## src/rtl/design_mux_pkg.sv

```systemverilog
// Shared definitions for top_design_mux and its select sequencer.
// State encoding, design indices and default sizes.
package design_mux_pkg;

  typedef enum logic [1:0] {
    ST_IDLE    = 2'd0,
    ST_QUIESCE = 2'd1,
    ST_SWITCH  = 2'd2,
    ST_HOLD    = 2'd3
  } dss_state_e;

  localparam int DSEL_TRZF  = 0;
  localparam int DSEL_TRZF2 = 1;
  localparam int DSEL_DIEGO = 2;

  localparam int DM_NDESIGNS = 8;
  localparam int DM_SEL_W    = 4;

  function automatic int dss_max(
    input int a,
    input int b
  );
    return (a > b) ? a : b;
  endfunction

endpackage

```

## src/rtl/dss_cycle_timer.sv

```systemverilog
// Loadable down-counter with zero flag.
// Shared by the QUIESCE and HOLD phases of the sequencer.
module dss_cycle_timer #(
  parameter int CNT_W   = 5,
  parameter int RST_VAL = 15
) (
  input  logic             clk_i,
  input  logic             rst_i,
  input  logic             load_i,
  input  logic [CNT_W-1:0] load_val_i,
  input  logic             dec_i,
  output logic             zero_o
);

  logic [CNT_W-1:0] cnt_q, cnt_d;

  always_comb begin
    cnt_d = cnt_q;
    if (load_i) begin
      cnt_d = load_val_i;
    end else if (dec_i && cnt_q != '0) begin
      cnt_d = cnt_q - 1'b1;
    end
  end

  always_ff @(posedge clk_i) begin
    if (rst_i) begin
      cnt_q <= CNT_W'(RST_VAL);
    end else begin
      cnt_q <= cnt_d;
    end
  end

  assign zero_o = (cnt_q == '0);

endmodule

```

## src/rtl/design_select_sequencer.sv

```systemverilog
// Quiesce/reset/switch/hold sequencer for top_design_mux select.
// Optional switch counter: define DSS_SWITCH_COUNT_EN.
module design_select_sequencer
  import design_mux_pkg::*;
#(
  parameter int NDESIGNS    = DM_NDESIGNS,
  parameter int SEL_W       = DM_SEL_W,
  parameter int DEFAULT_SEL = DSEL_TRZF,
  parameter int PRE_CYCLES  = 4,
  parameter int POST_CYCLES = 16
) (
  input  logic                wb_clk_i,
  input  logic                wb_rst_i,
  input  logic                i_req_valid,
  input  logic [SEL_W-1:0]    i_req_sel,
  output logic                o_req_ready,
  output logic                o_req_err,
  input  logic                i_auto_reset_enb,
  input  logic [NDESIGNS-1:0] i_design_reset,
  output logic [SEL_W-1:0]    o_mux_sel,
  output logic [NDESIGNS-1:0] o_design_rst,
  output logic [NDESIGNS-1:0] o_design_ena,
  output logic                o_io_hold,
  output logic                o_busy,
  output logic [7:0]          o_switch_count
);

  localparam int CNT_W =
    $clog2(dss_max(PRE_CYCLES, POST_CYCLES) + 1);
  localparam logic [CNT_W-1:0] PRE_LD =
    CNT_W'(PRE_CYCLES - 1);
  localparam logic [CNT_W-1:0] POST_LD =
    CNT_W'(POST_CYCLES - 1);
  localparam logic [SEL_W-1:0] DEF_SEL =
    SEL_W'(DEFAULT_SEL);
  localparam logic [NDESIGNS-1:0] ONE =
    NDESIGNS'(1);

  dss_state_e state_q, state_d;
  logic [SEL_W-1:0] sel_q, sel_d;
  logic [SEL_W-1:0] pend_q, pend_d;
  logic skip_q, skip_d;

  logic [NDESIGNS-1:0] rst_q, rst_d;
  logic [NDESIGNS-1:0] ena_q, ena_d;
  logic [NDESIGNS-1:0] onehot, fsm_rst;
  logic hold_q, hold_d;
  logic busy_q, busy_d;
  logic rdy_q, rdy_d;
  logic err_q, err_d;

  logic             tmr_load, tmr_dec, tmr_zero;
  logic [CNT_W-1:0] tmr_val;
  logic             accept, bad_req;

  assign accept  = i_req_valid & rdy_q;
  assign bad_req = 32'(i_req_sel) >= NDESIGNS;

  dss_cycle_timer #(
    .CNT_W   (CNT_W),
    .RST_VAL (POST_CYCLES - 1)
  ) u_timer (
    .clk_i      (wb_clk_i),
    .rst_i      (wb_rst_i),
    .load_i     (tmr_load),
    .load_val_i (tmr_val),
    .dec_i      (tmr_dec),
    .zero_o     (tmr_zero)
  );

  always_ff @(posedge wb_clk_i) begin
    if (wb_rst_i) begin
      state_q <= ST_HOLD;
      sel_q   <= DEF_SEL;
      pend_q  <= DEF_SEL;
      skip_q  <= 1'b0;
      rst_q   <= '1;
      ena_q   <= '0;
      hold_q  <= 1'b1;
      busy_q  <= 1'b1;
      rdy_q   <= 1'b0;
      err_q   <= 1'b0;
    end else begin
      state_q <= state_d;
      sel_q   <= sel_d;
      pend_q  <= pend_d;
      skip_q  <= skip_d;
      rst_q   <= rst_d;
      ena_q   <= ena_d;
      hold_q  <= hold_d;
      busy_q  <= busy_d;
      rdy_q   <= rdy_d;
      err_q   <= err_d;
    end
  end

  always_comb begin
    state_d  = state_q;
    sel_d    = sel_q;
    pend_d   = pend_q;
    skip_d   = skip_q;
    tmr_load = 1'b0;
    tmr_dec  = 1'b0;
    tmr_val  = '0;
    unique case (state_q)
      ST_IDLE: begin
        if (accept && !bad_req) begin
          pend_d = i_req_sel;
          skip_d = i_auto_reset_enb;
          if (i_auto_reset_enb) begin
            state_d = ST_SWITCH;
          end else begin
            state_d  = ST_QUIESCE;
            tmr_load = 1'b1;
            tmr_val  = PRE_LD;
          end
        end
      end
      ST_QUIESCE: begin
        if (tmr_zero) state_d = ST_SWITCH;
        else          tmr_dec = 1'b1;
      end
      ST_SWITCH: begin
        sel_d  = pend_q;
        skip_d = i_auto_reset_enb;
        if (i_auto_reset_enb) begin
          state_d = ST_IDLE;
        end else begin
          state_d  = ST_HOLD;
          tmr_load = 1'b1;
          tmr_val  = POST_LD;
        end
      end
      ST_HOLD: begin
        if (tmr_zero) state_d = ST_IDLE;
        else          tmr_dec = 1'b1;
      end
      default: state_d = ST_IDLE;
    endcase
  end

  // Outputs are computed from next state so they register in step.
  always_comb begin
    onehot  = ONE << sel_d;
    fsm_rst = '1;
    unique case (state_d)
      ST_IDLE:    fsm_rst = skip_d ? '0 : ~onehot;
      ST_QUIESCE: fsm_rst = '1;
      ST_SWITCH:  fsm_rst = skip_d ? '0 : '1;
      ST_HOLD:    fsm_rst = skip_d ? onehot : '1;
      default:    fsm_rst = '1;
    endcase
    rst_d  = fsm_rst | i_design_reset;
    ena_d  = (state_d == ST_IDLE) ? onehot : '0;
    hold_d = (state_d != ST_IDLE);
    busy_d = (state_d != ST_IDLE);
    rdy_d  = (state_d == ST_IDLE);
    err_d  = accept & bad_req;
  end

`ifdef DSS_SWITCH_COUNT_EN
  logic       req_q, req_d;
  logic [7:0] cnt_q, cnt_d;
  logic       done;

  // Bring-up after reset does not count: req_q is still clear then.
  assign done = req_q && (state_d == ST_IDLE) &&
                (state_q == ST_HOLD || state_q == ST_SWITCH);

  always_comb begin
    req_d = req_q | (accept & ~bad_req);
    cnt_d = cnt_q;
    if (done && cnt_q != 8'hFF) cnt_d = cnt_q + 8'd1;
  end

  always_ff @(posedge wb_clk_i) begin
    if (wb_rst_i) begin
      req_q <= 1'b0;
      cnt_q <= 8'd0;
    end else begin
      req_q <= req_d;
      cnt_q <= cnt_d;
    end
  end

  assign o_switch_count = cnt_q;
`else
  assign o_switch_count = 8'd0;
`endif

  assign o_req_ready  = rdy_q;
  assign o_req_err    = err_q;
  assign o_mux_sel    = sel_q;
  assign o_design_rst = rst_q;
  assign o_design_ena = ena_q;
  assign o_io_hold    = hold_q;
  assign o_busy       = busy_q;

endmodule
```

## config.mk

```make
export PLATFORM = sky130hd
export DESIGN_NAME = design_select_sequencer
export DESIGN_NICKNAME = d
export VERILOG_FILES = /design/src/rtl/design_mux_pkg.sv /design/src/rtl/dss_cycle_timer.sv /design/src/rtl/design_select_sequencer.sv
export SDC_FILE = /design/constraint.sdc
export NUM_CORES = 1
export LEC_CHECK = 0
export ABC_CLOCK_PERIOD_IN_PS = 1700
export BUFFER_PORTS_ARGS = -buffer_cell sky130_fd_sc_hd__buf_2
export CAP_MARGIN = 20
export CELL_PAD_IN_SITES_DETAIL_PLACEMENT = 0
export CELL_PAD_IN_SITES_GLOBAL_PLACEMENT = 2
export CORE_MARGIN = 2
export CORE_UTILIZATION = 27
export CTS_CLUSTER_DIAMETER = 50
export DETAILED_ROUTE_END_ITERATION = 10
export GPL_TIMING_DRIVEN = 0
export PLACE_DENSITY_LB_ADDON = 0.1
export SYNTH_ARGS = -nofsm -noshare
export SYNTH_HDL_FRONTEND = slang
export SYNTH_SLANG_ARGS = --single-unit
```

## constraint.sdc

```tcl
create_clock -name wb_clk_i -period 1.7 [get_ports wb_clk_i]
set_clock_uncertainty 0.15 [all_clocks]
set_input_delay 0.17 -clock wb_clk_i [delete_from_list [all_inputs] [get_ports wb_clk_i]]
set_output_delay 0.17 -clock wb_clk_i [all_outputs]
set_load 0.05 [all_outputs]
```

# [After elaboration in Yosys (flattened, before gate mapping)]
# Cells that the tools add are included.
[totals] inputBits=16 register_bits=35 elab_cells=60 output_inout_bits=32
[classes] reduce_logical=12 bitwise_logic=5 magnitude_cmp=1 mux=24 n_eq_ne=6 shifts=1 add_sub_neg=1
[ops] operator="$pmux 8 s4" count=1
[ops] operator="$mux 8" count=3
[ops] operator="$mux 2" count=7
[ops] operator="$mux 5" count=2
[ops] operator="$eq 2x2->1 const B" count=4
[ops] operator="$mux 4" count=2
[ops] operator="$not 8->8" count=1
[ops] operator="$or 8x8->8" count=1
[ops] operator="$pmux 2 s4" count=1
[ops] operator="$pmux 4 s2" count=1
[ops] operator="$shl 1x4->8 const A" count=1
[ops] operator="$logic_not 5->1" count=1
[ops] operator="$mux 1" count=5
[ops] operator="$reduce_bool 5->1" count=1
[ops] operator="$sub 5x1->5 const B" count=1
[ops] operator="$eq 2x1->1 const B" count=2
[ops] operator="$ge 4x4->1 const B" count=1
[ops] operator="$logic_not 2->1" count=2
[ops] operator="$pmux 1 s2" count=2
[ops] operator="$reduce_bool 2->1" count=2
[ops] operator="$reduce_or 2->1" count=2
[ops] operator="$and 1x1->1" count=2
[ops] operator="$logic_and 1x1->1" count=2
[ops] operator="$reduce_and 2->1" count=1
[ops] operator="other kinds (2)" count=2

# [Longest topological paths before layout]
[depth] depth_word=8 mapped_depth=8 ltp_nobuf=7

# [By module]
# A second synthesis with hierarchy kept.
[hier_totals] cells_unflattened=182 hier_area_um2=1695.4
[modules_own_cells] module="design_select_sequencer" instances=1 area_each_um2=1396.3 seq_area_each_um2=600.6 cells_per_inst=148
[modules_own_cells] module="dss_cycle_timer" instances=1 area_each_um2=299.0 seq_area_each_um2=100.1 cells_per_inst=34

# [Worst setup path after synthesis]
# OpenSTA, ideal clock, no wires.
[synth_timing] path_kind="reg2reg" start="register rdy_q (netlist: o_req_ready)" end="register rst_q[0] (netlist: o_design_rst[0])" period_less_slack_ns=1.939 path_buffers=1 slack_ns=-0.239 setup_time_ns=0.131 required_ns=1.419 arrival_ns=1.658 stages_incl_launch_ff=7 cell_sequence="dfxtp_1 -> and3b_1 -> clkbuf_1 -> o21bai_1 -> mux2i_1 -> nor2_1 -> o21ai_1"
[synth_via] elab_chain_len=7 word_cells_on_any_way=15 classes_between="3 x eq/ne; 8 x mux; 2 x bitwise; 2 x reduce/logical"
[synth_rtl] item="start: declaration" line_no="design_select_sequencer.sv:49" text="logic rdy_q, rdy_d;"
[synth_rtl] item="start signal: assignment" line_no="design_select_sequencer.sv:92" text="rdy_q <= rdy_d;"
[synth_rtl] item="$and 1x1->1 (*)" line_no="design_select_sequencer.sv:56" text="assign accept = i_req_valid & rdy_q;"
[synth_rtl] item="$logic_and 1x1->1 (*)" line_no="design_select_sequencer.sv:107" text="if (accept && !bad_req) begin"
[synth_rtl] item="$mux 2 / $mux 1 (equally long branches)" line_no="design_select_sequencer.sv:107"
[synth_rtl] item="$pmux 2 s4 / $pmux 1 s2 (equally long branches)" line_no="design_select_sequencer.sv:105" text="unique case (state_q)"
[synth_rtl] item="$eq 2x2->1 (tied with other cells)" line_no="design_select_sequencer.sv:146" text="unique case (state_d)"
[synth_rtl] item="$pmux 8 s4 (*)" line_no="design_select_sequencer.sv:146"
[synth_rtl] item="$or 8x8->8 (*)" line_no="design_select_sequencer.sv:153" text="rst_d = fsm_rst | i_design_reset;"
[synth_rtl] item="end signal: assignment" line_no="design_select_sequencer.sv:88" text="rst_q <= rst_d;"
[synth_rtl] item="end: declaration" line_no="design_select_sequencer.sv:44" text="logic [NDESIGNS-1:0] rst_q, rst_d;"
# Mark *: on every way between the ends. The rest lies on a longest branch, timed or not.
# A chain may end at the register's enable or synchronous reset.

# [Worst setup path after layout]
[layout_timing] start="register state_q[0]" end="register rst_q[1] (netlist: o_design_rst[1])"
[layout_via] elab_chain_len=7 word_cells_on_any_way=21 classes_between="6 x eq/ne; 1 x shift; 10 x mux; 2 x bitwise; 2 x reduce/logical"
[layout_rtl] item="start: declaration" line_no="design_select_sequencer.sv:39" text="dss_state_e state_q, state_d;"
[layout_rtl] item="start signal: assignment" line_no="design_select_sequencer.sv:84" text="state_q <= state_d;"
[layout_rtl] item="$eq 2x2->1" line_no="design_select_sequencer.sv:105"
[layout_rtl] item="$mux 4" line_no="design_select_sequencer.sv:105"
[layout_rtl] item="$shl 1x4->8" line_no="design_select_sequencer.sv:144" text="onehot = ONE << sel_d;"
[layout_rtl] item="$not 8->8" line_no="design_select_sequencer.sv:147" text="ST_IDLE: fsm_rst = skip_d ? '0 : ~onehot;"
[layout_rtl] item="$mux 8" line_no="design_select_sequencer.sv:147"
[layout_rtl] item="$pmux 8 s4 (*)" line_no="design_select_sequencer.sv:146"
[layout_rtl] item="$or 8x8->8 (*)" line_no="design_select_sequencer.sv:153"
# Marked as above.

==> out/metrics.cfg <==
[flow_run]
max_cap_viol_count=0

[sta]
drv_slew=0
fin_crit_ps=1770
fin_crit_sh_pct=104
grt_setup_unrepaired=true
fmax_mhz=565
setup_violations=12
worst_slack_ps=-71.2
hold_viol=0
setup_tns_ps=-438

[floorplanning]
fp.dieH_um=81.9
row_count=28
ios=48
initial_core_util_pct=27.8
die_width_um=81.9
coreArea_um2=5890
die_area_um2=6710

[drt]
via_count=1408
wl_met1_mm=1.81
drt-total-wl_mm=3.97
top_layer_used=met4
ant_nets=0
vias_per_cell=4.33
drc=0
firstDrtPassIters=4
drt_iter0_markers=39
met2_length_mm=1.89
wire_per_inst_um=12.2
route.met3.wl_um=209

[layout]
finalNonFillerCells=325
antennaDiodeCount=0
area_growth_pct=43.8
fin_area_um2=2360
layout.nets=267
drive_above_1_share_pct=42.0

[global_routing]
grt_pass1_wl_mm=6.35
grt_max_degree=12
grt_pass1_vias=1338
gr-total-overflow=0
grtUsageTotal_pct=12.4
antenna_found_initial=0

[clock_network]
clkTransAtPathRegs_ps=70
h-tree-depth=2
cts_tree=done
cts_max_path_buffers=2
insertion_delay_ps=290
clock-sinks=35
cts_root_buf=clkbuf_8
cts_buffers=5

[worst_setup_path]
critPathKind=flip-flop to flip-flop
critPathRequiredTime_ps=1730
crit_slowest_cell=dfxtp_4
path_buf_inv=1
slowest_delay_ps=360
cp-end-kind=flip-flop
cp_max_fo=7
path_cells=nand2b_1 -> buf_6 -> mux2_4 -> nor3_2 -> mux2i_1 -> o21ai_1
crit_family=multiplexers
worstSetupStartpointType=flip-flop
arrival_ps=1800

[outcome]
outcome=finished with violations
violations=negative setup slack

[logic_synthesis]
synth.distinct_cells=42
netlist_area_um2=1640
ys_seq_area_share_pct=42.7
synth-async-reset-ratio_pct=0
postSynthCellCount=176
syn_avg_cell_area_um2=9.31
synth-seq-cells=35
synth-edff-count=0
synth_top_flop_cell=dfxtp_1
yosys_warnings=0

[power]
finalPower_mw=1.76
p_leak_nw=1.04
vdd_drop_max_v=0.000311
power_density_nw_per_um2=747

[placed_design]
placed_cell_area_um2=1960
place_congestion=0.696
placed_cells=297
port-buffer-count=39
dpl.hpwl_mm=2.94

[min_path]
hold_class=primary input to flip-flop

==> where the power goes <==
part | total (mW) | internal, mW | switching, mW
Combinational | 0.150 | 0.0707 | 0.0793
Sequential | 0.831 | 0.825 | 0.00642
Clock | 0.780 | 0.474 | 0.306
Total | 1.76 | 1.37 | 0.391
==> synthesized netlist by cell type (all sizes together) (2+ instances only) <==
cell	number	area [um^2]
nand2b	3	18.8
buf	13	95.1
nand3	6	30.0
a31oi	2	27.5
o21ai	11	55.1
nor3	5	40.0
or2	3	18.8
clkbuf	4	15.0
mux2	2	30.0
inv	4	15.0
o21bai	2	15.0
o211ai	2	15.0
nand2	10	37.5
mux2i	17	181
nor2b	3	18.8
nor2	35	131
dfxtp	35	701
ha	2	25.0
and3b	2	17.5
==> tightest hold or removal path, stage by stage <==
cell and delay (ps):
buf_2 100, a21oi_1 70, o21ai_1 80
==> metal layers <==
| metal | vias to the layer above | global-route usage (%) |
|---|---|---|
| met3 | 6 | 3.63 |
| met5 | - | 0 |
| met4 | 0 | 5.17 |
| li1 | 723 | - |
| met1 | 648 | 14.5 |
| met2 | 31 | 21.1 |
==> cells by family after synthesis <==
| family | after synthesis | synth area share (%) |
|---|---|---|
| adder cells (fa/ha/maj) | 2 | 1.53 |
| AO/OA/AOI/OAI | 22 | 9.85 |
| flip-flops | 35 | 42.7 |
| other | 1 | 0.229 |
| XOR/XNOR | 2 | 1.07 |
| multiplexers | 19 | 12.9 |
| buffers and inverters | 21 | 7.63 |
| AND/OR/NAND/NOR | 74 | 24.0 |
==> through the flow <==
step                util [%]  worst slack (ps)  hold slack [ps]
floorplan                  -             0.911              128
CTS                     39.3              -126             6.60
global placement        33.3              -206              221
global route            40.1              -171             10.8
finish                  40.1             -71.2             12.5
detailed placement      33.3              -222              220
==> registers in the layout, indices dropped and copies added (netlist names), 2 cells and up <==
register,cells
o_design_ena,8
o_design_rst,8
o_mux_sel,4
pend_q,4
state_q,2
u_timer.cnt_q,5
==> timing repair <==
action                     4_1_cts  5_1_grt
pin swaps                        4        7
buffers inserted                 7        3
setup endpoints to repair       21       24
hold endpoints to repair        11        0
gates resized for setup         18       13
hold buffers                    11        0
==> cell type report <==
class,instances,area [um^2]
Fill cell,600,3530
Multi-Input combinational cell,127,933
Sequential cell,35,709
Timing Repair Buffer,60,384
Buffer,16,104
Tap cell,75,93.8
Clock buffer,6,82.6
Clock inverter,2,35.0
Inverter,4,15.0
==> final timing paths <==
check	start	endpoint	slack [ps]	cells past startpoint
worst min register to register	pend_q[2]	o_mux_sel[2]	410	2
worst min-delay path	wb_rst_i	u_timer.cnt_q[3]	10	3
worst max register to register	state_q[0]	o_design_rst[1]	-70	6
worst max-delay path	state_q[0]	o_design_rst[1]	-70	6
==> placed cells by master, fill, tap and decap left out, drive strengths merged, types with 2 or more instances in the layout <==
| master | n |
|---|---|
| nand2 | 10 |
| nor2b | 3 |
| a31oi | 2 |
| dlygate4sd3 | 11 |
| nor3 | 5 |
| clkbuf | 11 |
| o21ai | 11 |
| ha | 2 |
| conb | 8 |
| or2 | 3 |
| o21bai | 2 |
| and3b | 2 |
| buf | 60 |
| inv | 4 |
| mux2i | 17 |
| o211ai | 2 |
| nand2b | 3 |
| mux2 | 2 |
| nor2 | 35 |
| dfxtp | 35 |
| nand3 | 6 |
Power figures use the tool's default switching activity.
